**src/rtl/sha3_block_padder_pkg.sv**
```systemverilog
// Shared constants and state encoding for the SHA3 block padder.
package sha3_block_padder_pkg;
  localparam int RATE_BITS       = 576;
  localparam int WORD_BITS       = 32;
  localparam int WORDS_PER_BLOCK = 18;
  localparam int CNT_BITS        = 5;
  localparam logic [7:0] PAD_START = 8'h01;
  localparam logic [7:0] PAD_END   = 8'h80;

  typedef enum logic [1:0] {
    ACCEPT = 2'd0,
    PAD    = 2'd1,
    DONE   = 2'd2
  } state_t;
endpackage

```
**src/rtl/sha3_pad_word.sv**
```systemverilog
// Combinational padding of one message word: start-of-pad byte after the
// valid bytes, plus the end-of-pad bit when the word closes the block.
module sha3_pad_word
  import sha3_block_padder_pkg::*;
(
  input  logic [WORD_BITS-1:0] in,
  input  logic                 is_last,
  input  logic [1:0]           byte_num,
  input  logic                 at_end,
  output logic [WORD_BITS-1:0] word
);
  logic [WORD_BITS-1:0] padded;

  always_comb begin
    case (byte_num)
      2'd0:    padded = {PAD_START, 24'h0};
      2'd1:    padded = {in[31:24], PAD_START, 16'h0};
      2'd2:    padded = {in[31:16], PAD_START, 8'h0};
      default: padded = {in[31:8], PAD_START};
    endcase
    if (at_end) padded[7:0] = padded[7:0] | PAD_END;
    word = is_last ? padded : in;
  end
endmodule

```
**src/rtl/sha3_block_padder.sv**
```systemverilog
// Packs 32-bit message words into 576-bit SHA3 rate blocks and appends
// the 0x01..0x80 padding after the final word.
module sha3_block_padder
  import sha3_block_padder_pkg::*;
(
  input  logic                 clk,
  input  logic                 reset,
  input  logic [WORD_BITS-1:0] in,
  input  logic                 in_ready,
  input  logic                 is_last,
  input  logic [1:0]           byte_num,
  output logic                 buffer_full,
  output logic [RATE_BITS-1:0] out,
  output logic                 out_ready,
  input  logic                 f_ack
);
  state_t               state, state_nxt;
  logic [CNT_BITS-1:0]  count;
  logic                 at_end, accept, pad_fill, insert;
  logic [WORD_BITS-1:0] msg_word, ins_word;

  assign at_end = (count == CNT_BITS'(WORDS_PER_BLOCK - 1));

  sha3_pad_word u_pad (
    .in       (in),
    .is_last  (is_last),
    .byte_num (byte_num),
    .at_end   (at_end),
    .word     (msg_word)
  );

  always_ff @(posedge clk) begin
    if (reset) state <= ACCEPT;
    else       state <= state_nxt;
  end

  always_comb begin
    state_nxt = state;
    case (state)
      ACCEPT:  if (accept && is_last) state_nxt = at_end ? DONE : PAD;
      PAD:     if (at_end) state_nxt = DONE;
      default: state_nxt = state;
    endcase
  end

  // A pending block or a finished message blocks input; the f_ack cycle
  // still sees out_ready=1, so a coincident word waits one cycle.
  always_comb begin
    buffer_full = out_ready || (state != ACCEPT);
    accept      = in_ready && !buffer_full;
    pad_fill    = (state == PAD);
    insert      = accept || pad_fill;
    ins_word    = pad_fill ? (at_end ? {24'h0, PAD_END} : '0) : msg_word;
  end

  always_ff @(posedge clk) begin
    if (reset) begin
      count     <= '0;
      out       <= '0;
      out_ready <= 1'b0;
    end else begin
      if (insert) begin
        out   <= {out[RATE_BITS-WORD_BITS-1:0], ins_word};
        count <= at_end ? '0 : count + 1'b1;
      end
      if (insert && at_end)  out_ready <= 1'b1;
      else if (f_ack)        out_ready <= 1'b0;
    end
  end
endmodule
```
**config.mk**
```make
export PLATFORM = sky130hd
export DESIGN_NAME = sha3_block_padder
export DESIGN_NICKNAME = d
export VERILOG_FILES = /design/src/rtl/sha3_block_padder_pkg.sv /design/src/rtl/sha3_pad_word.sv /design/src/rtl/sha3_block_padder.sv
export SDC_FILE = /design/constraint.sdc
export NUM_CORES = 1
export LEC_CHECK = 0
export ABC_CLOCK_PERIOD_IN_PS = 1900
export BUFFER_PORTS_ARGS = -buffer_cell sky130_fd_sc_hd__buf_2
export CAP_MARGIN = 20
export CELL_PAD_IN_SITES_DETAIL_PLACEMENT = 1
export CELL_PAD_IN_SITES_GLOBAL_PLACEMENT = 1
export CORE_MARGIN = 5
export CORE_UTILIZATION = 37
export DETAILED_ROUTE_END_ITERATION = 16
export PLACE_DENSITY_LB_ADDON = 0.1
export SYNTH_ARGS = -nofsm -noshare
export SYNTH_HDL_FRONTEND = slang
export SYNTH_HIERARCHICAL = 1
export SYNTH_SLANG_ARGS = --single-unit
```
**constraint.sdc**
```tcl
create_clock -name clk -period 1.9 [get_ports clk]
set_clock_uncertainty 0.15 [all_clocks]
set_input_delay 0.57 -clock clk [delete_from_list [all_inputs] [get_ports clk]]
set_output_delay 0.57 -clock clk [all_outputs]
set_load 0.01 [all_outputs]
```
## Word level (Yosys, flattened, before mapping)

Cells that the tools add are included.

- Register bits: 584
- Output and inout bits: 578
- Logic and storage cells: 35

- $add $sub $neg: 1
- Equal/unequal tests: 6
- Muxes and demuxes: 12
- Reduce and logical (&&, ||, !) cells: 12

Operator list:

| operator | count |
|---|---|
| 32-bit one-hot mux with 3 select lines | 1 |
| 32-bit 2-to-1 mux | 2 |
| 8-bit 2-to-1 mux | 2 |
| 2-bit 2-to-1 mux | 3 |
| 2-bit nonzero test | 3 |
| 5-bit by 1-bit adder with 5-bit output, second input constant | 1 |
| 5-bit equality test, second input constant | 1 |
| 5-bit 2-to-1 mux | 1 |
| 2-bit by 1-bit equality test with 1-bit output, second input constant | 2 |
| 2-bit logical NOT | 2 |
| 2-bit inequality test, second input constant | 2 |
| 2-bit one-hot mux with 2 select lines | 1 |
| 1-bit logical AND | 3 |
| 3-bit AND reduction | 1 |
| 2-bit equality test, second input constant | 1 |
| 1-bit logical OR | 2 |
| 1-bit 2-to-1 mux | 2 |
| 1-bit logical NOT | 1 |

## Longest topological paths before layout

- Word-level depth: 7
- Gate-level depth with buffers: 7

## Modules after synthesis

The synthesis kept the hierarchy.

By module, submodules not included:

| module | instances | cells each | area each (µm²) |
|---|---|---|---|
| sha3_block_padder | 1 | 2,547 | 20,213.1 |
| sha3_pad_word | 1 | 39 | 274.0 |

## Worst setup path before layout

No wires, ideal clock.

- Path type: input to register
- Start point: in reset
- End point: reg out[461]
- Arrival: 1.448 ns
- Required time: 1.618 ns
- Setup slack: 0.170 ns
- Stages: 5
- Buffers on the path: 4
- Path through: buf_2 buf_2 clkbuf_1 clkbuf_1 a21oi_1

RTL lines:

| item | line | text |
|---|---|---|
| start, declared | sha3_block_padder.sv:7 | `input logic reset,` |
| end signal, assigned | sha3_block_padder.sv:63 | `out <= {out[RATE_BITS-WORD_BITS-1:0], ins_word};` |
| end, declared | sha3_block_padder.sv:13 | `output logic [RATE_BITS-1:0] out,` |

No word-level cell between the ends.

## Worst setup path in the final report

- Start point: reg state[0]
- End point: out buffer_full

- Longest elaborated chain between the ends: 2

RTL lines:

| item | line | text |
|---|---|---|
| start, declared | sha3_block_padder.sv:17 | `state_t state, state_nxt;` |
| start signal, assigned | sha3_block_padder.sv:34 | `else state <= state_nxt;` |
| 2-bit nonzero test | sha3_block_padder.sv:49 | `buffer_full = out_ready \|\| (state != ACCEPT);` |
| 1-bit logical OR | sha3_block_padder.sv:49 |  |
| end, declared | sha3_block_padder.sv:12 | `output logic buffer_full,` |

No other way between the ends.

==> impl_metrics.py <==
metrics = {
    "die": {
        "fp-row-count": 86,
        "start_util": 0.373,
        "ios": 617,
        "dieHeight_microns": 245,
        "core_sq_um": 55000,
        "die_w_microns": 245,
        "die-area_sq_um": 60200,
    },
    "setup_path": {
        "crit_end": "buffer_full",
        "r2r_start": "out_ready$_SDFFE_PP0P_",
        "setup.worst_path.start_class": "register",
        "arrival_ps": 1390,
        "max_stage_delay_ps": 350,
        "crit_required_ps": 1180,
        "critPathMaxFanout": 3,
        "path_cells": "nor3_4 > inv_1 > buf_2",
        "reg2reg_depth": 6,
        "crit_cells": 3,
        "crit_start": "state[0]$_SDFFE_PP0P_",
        "cpMaxStageDelayCell": "dfxtp_4",
        "reg2reg_to": "out[155]$_SDFFE_PP0P_",
        "cp_top_family": "flip-flops",
        "cp-end-kind": "output pin",
        "reg2reg_slack_ps": 160,
        "cp.buffers_inverters": 2,
        "path_class": "reg2out",
    },
    "timing": {
        "rsz0062_at_grt": "yes",
        "relSlewSlack": 0.712,
        "worst_slack_ps": -209,
        "fin_crit_sh": 1.11,
        "report.final.setup_viol": 1,
        "worst_hold_slack_ps": 117,
        "maxSlewViolCount": 0,
        "period_minus_slack_ps": 2110,
        "fin_setup_tns_ps": -209,
        "hold_violations": 0,
        "max_freq_mhz": 474,
        "worst_pin_slew_ps": 432,
    },
    "cells_and_area": {
        "final_nets": 3203,
        "design_area_sq_um": 28000,
        "diodes": 0,
        "fill_cells": 6722,
        "seq_area_sq_um": 12300,
        "layout_common_cells": "nand2_1 (1,153), a21oi_1 (579), buf_2 (442)",
        "multi_input_area_sq_um": 7760,
        "syn2layout_area_growth_pct": 36.7,
        "drive_gt1_frac": 0.388,
        "fin_cells": 3958,
        "layout_commonest_cell": "nand2_1",
    },
    "clock_tree": {
        "cts_tree": "done",
        "cts_buffer_depth": 3,
        "clk_pin_slew_worst_paths_ps": 60,
        "worst_skew_pair.late_latency_ps": 610,
        "cts-root-buf": "clkbuf_16",
        "cts_inserted_buffers": 61,
        "clock-sinks": 584,
        "postCtsHoldBufs": 0,
        "htree_levels": 2,
    },
    "place": {
        "portBuffers": 616,
        "detailedPlace.worstSlack_ps": -165,
        "gp_congestion": 0.892,
        "place_hpwl_microns": 61000,
        "place.detailed.instances": 3844,
        "placed_cell_area_sq_um": 24700,
    },
    "synthesis": {
        "synth_cell_types": 34,
        "synthDominantCellAreaShare": 0.571,
        "syn_inst": 2586,
        "synth_largest_area_cell": "dfxtp_1",
        "yosys_warnings": 6,
        "syn_area_sq_um": 20500,
        "avgSynthCellArea_sq_um": 7.92,
        "synth_nets": 2627,
        "ys_ff_latch": 584,
        "synth_area_leaders": "dfxtp_1 (57%), nand2_1 (21%), a21oi_1 (14%)",
        "ys_seq_area_frac": 0.571,
    },
    "hold_path": {
        "hold_class": "in2reg",
    },
    "drt": {
        "first_pass_iters": 4,
        "num_vias": 19700,
        "avgViaCountPerCell": 4.96,
        "wl_per_cell_microns": 20.6,
        "drtAntennaViolNets": 0,
        "drcViolationCount": 0,
        "wl_microns": 81700,
        "drt_iter0_drc": 847,
    },
    "power_and_ir_drop": {
        "power.leakage_nw": 11.3,
        "peakVddDrop_mv": 0.751,
        "p_per_area_nw_per_um2": 960,
    },
    "global_routing": {
        "grtUsageTotal": 0.258,
        "grt_max_degree": 93,
        "grt_antenna_before_repair": 0,
        "overflow": 0,
        "grt_pass1_wl_microns": 122000,
        "grt_pass1_vias": 20300,
    },
    "status": {
        "outcome": "finished, violations left",
        "violations": "setup timing",
    },
    "flow_run": {
        "cap_violations": 0,
    },
}
## how the worst min path moves through the flow
stage          slack, ps                     end                   from  cells after the start
3_5_place_dp         300   out[575]$_SDFFE_PP0P_  out[575]$_SDFFE_PP0P_                      2
2_1_floorplan        300   count[4]$_SDFFE_PP0P_  count[4]$_SDFFE_PP0P_                      2
5_1_grt              120  out_ready$_SDFFE_PP0P_                  f_ack                      4
4_1_cts               90  out_ready$_SDFFE_PP0P_                  f_ack                      4
6_report             120  out_ready$_SDFFE_PP0P_                  f_ack                      4
3_3_place_gp         290   out[558]$_SDFFE_PP0P_  out[558]$_SDFFE_PP0P_                      2
## stage by stage
step,power (mW),util
floorplan,13.6,-
global placement,14.2,0.448
detailed placement,14.2,0.448
CTS,27.1,0.506
global route,27.8,0.509
finish,26.9,0.509
## tightest hold or removal path: cells and delay by family
family	cells	cell delay [ps]
AOI/OAI and AO/OA	1	100
buffers and inverters	1	80
and+or+nand+nor	2	90
## cell type report
class | instances | area share
well taps | 748 | 0.0334
repair buffers | 709 | 0.170
clock inverters | 28 | 0.0152
flip-flops and latches | 584 | 0.441
inverters | 4 | 0.000536
multi-input cells | 1802 | 0.277
clock buffers | 83 | 0.0633
## layer usage
layer / wire length (microns) / up-vias / track usage / share of wire
li1: - / 9451 / - / -
met1: 30900 / 9571 / 0.288 / 0.38
met2: 41100 / 473 / 0.460 / 0.50
met3: 6190 / 155 / 0.0790 / 0.076
met4: 3550 / 0 / 0.104 / 0.043
met5: 0 / - / 0 / 0
## Yosys cell counts
cell         n
dfxtp_1    584
mux2_2       1
o21a_1       1
or2_1        1
o21bai_1     1
nand2b_4     1
and2_1       8
nor2b_1     24
nor3_1       2
nand2b_1     2
mux2i_1      1
nor3b_4      1
o21ai_0      2
nand4_1      1
buf_4       41
nor2b_2      1
nor2_1       6
buf_2       79
o21ba_2      2
a31oi_1      2
a21oi_1    579
a311oi_1     1
nand3_1      2
a21boi_2     1
ha_1         2
buf_1        1
inv_1        4
nand2_1   1153
buf_6       10
clkbuf_1    65
nor4bb_1     1
mux2_1       2
or3_1        3
a211oi_1     1
## kinds of logic after synthesis
| logic type | share of synthesized area |
|---|---|
| simple gates | 0.228 |
| compound gates | 0.146 |
| flops | 0.571 |
| buf+inv | 0.0526 |
| mux | 0.00214 |
| fa+ha+maj | 0.00122 |
## power by group
| part | internal, mW | switching [mW] | total, mW |
|---|---|---|---|
| combinational | 0.487 | 1.03 | 1.51 |
| clock | 7.98 | 5.05 | 13.0 |
| sequential | 12.3 | 0.0718 | 12.3 |
| total | 20.7 | 6.15 | 26.9 |
## repair_timing
item | in CTS | in global routing
setup buffers | 3 | 0
pin swaps | 1 | 0
endpoints found under the setup margin | 405 | 99
resized for setup | 550 | 99
## sequential cells by signal, indices dropped and copies added, names as in the netlist
register,count
out_ready,1
state,2
out,576
count,5
Power figures use the tool's default switching activity.
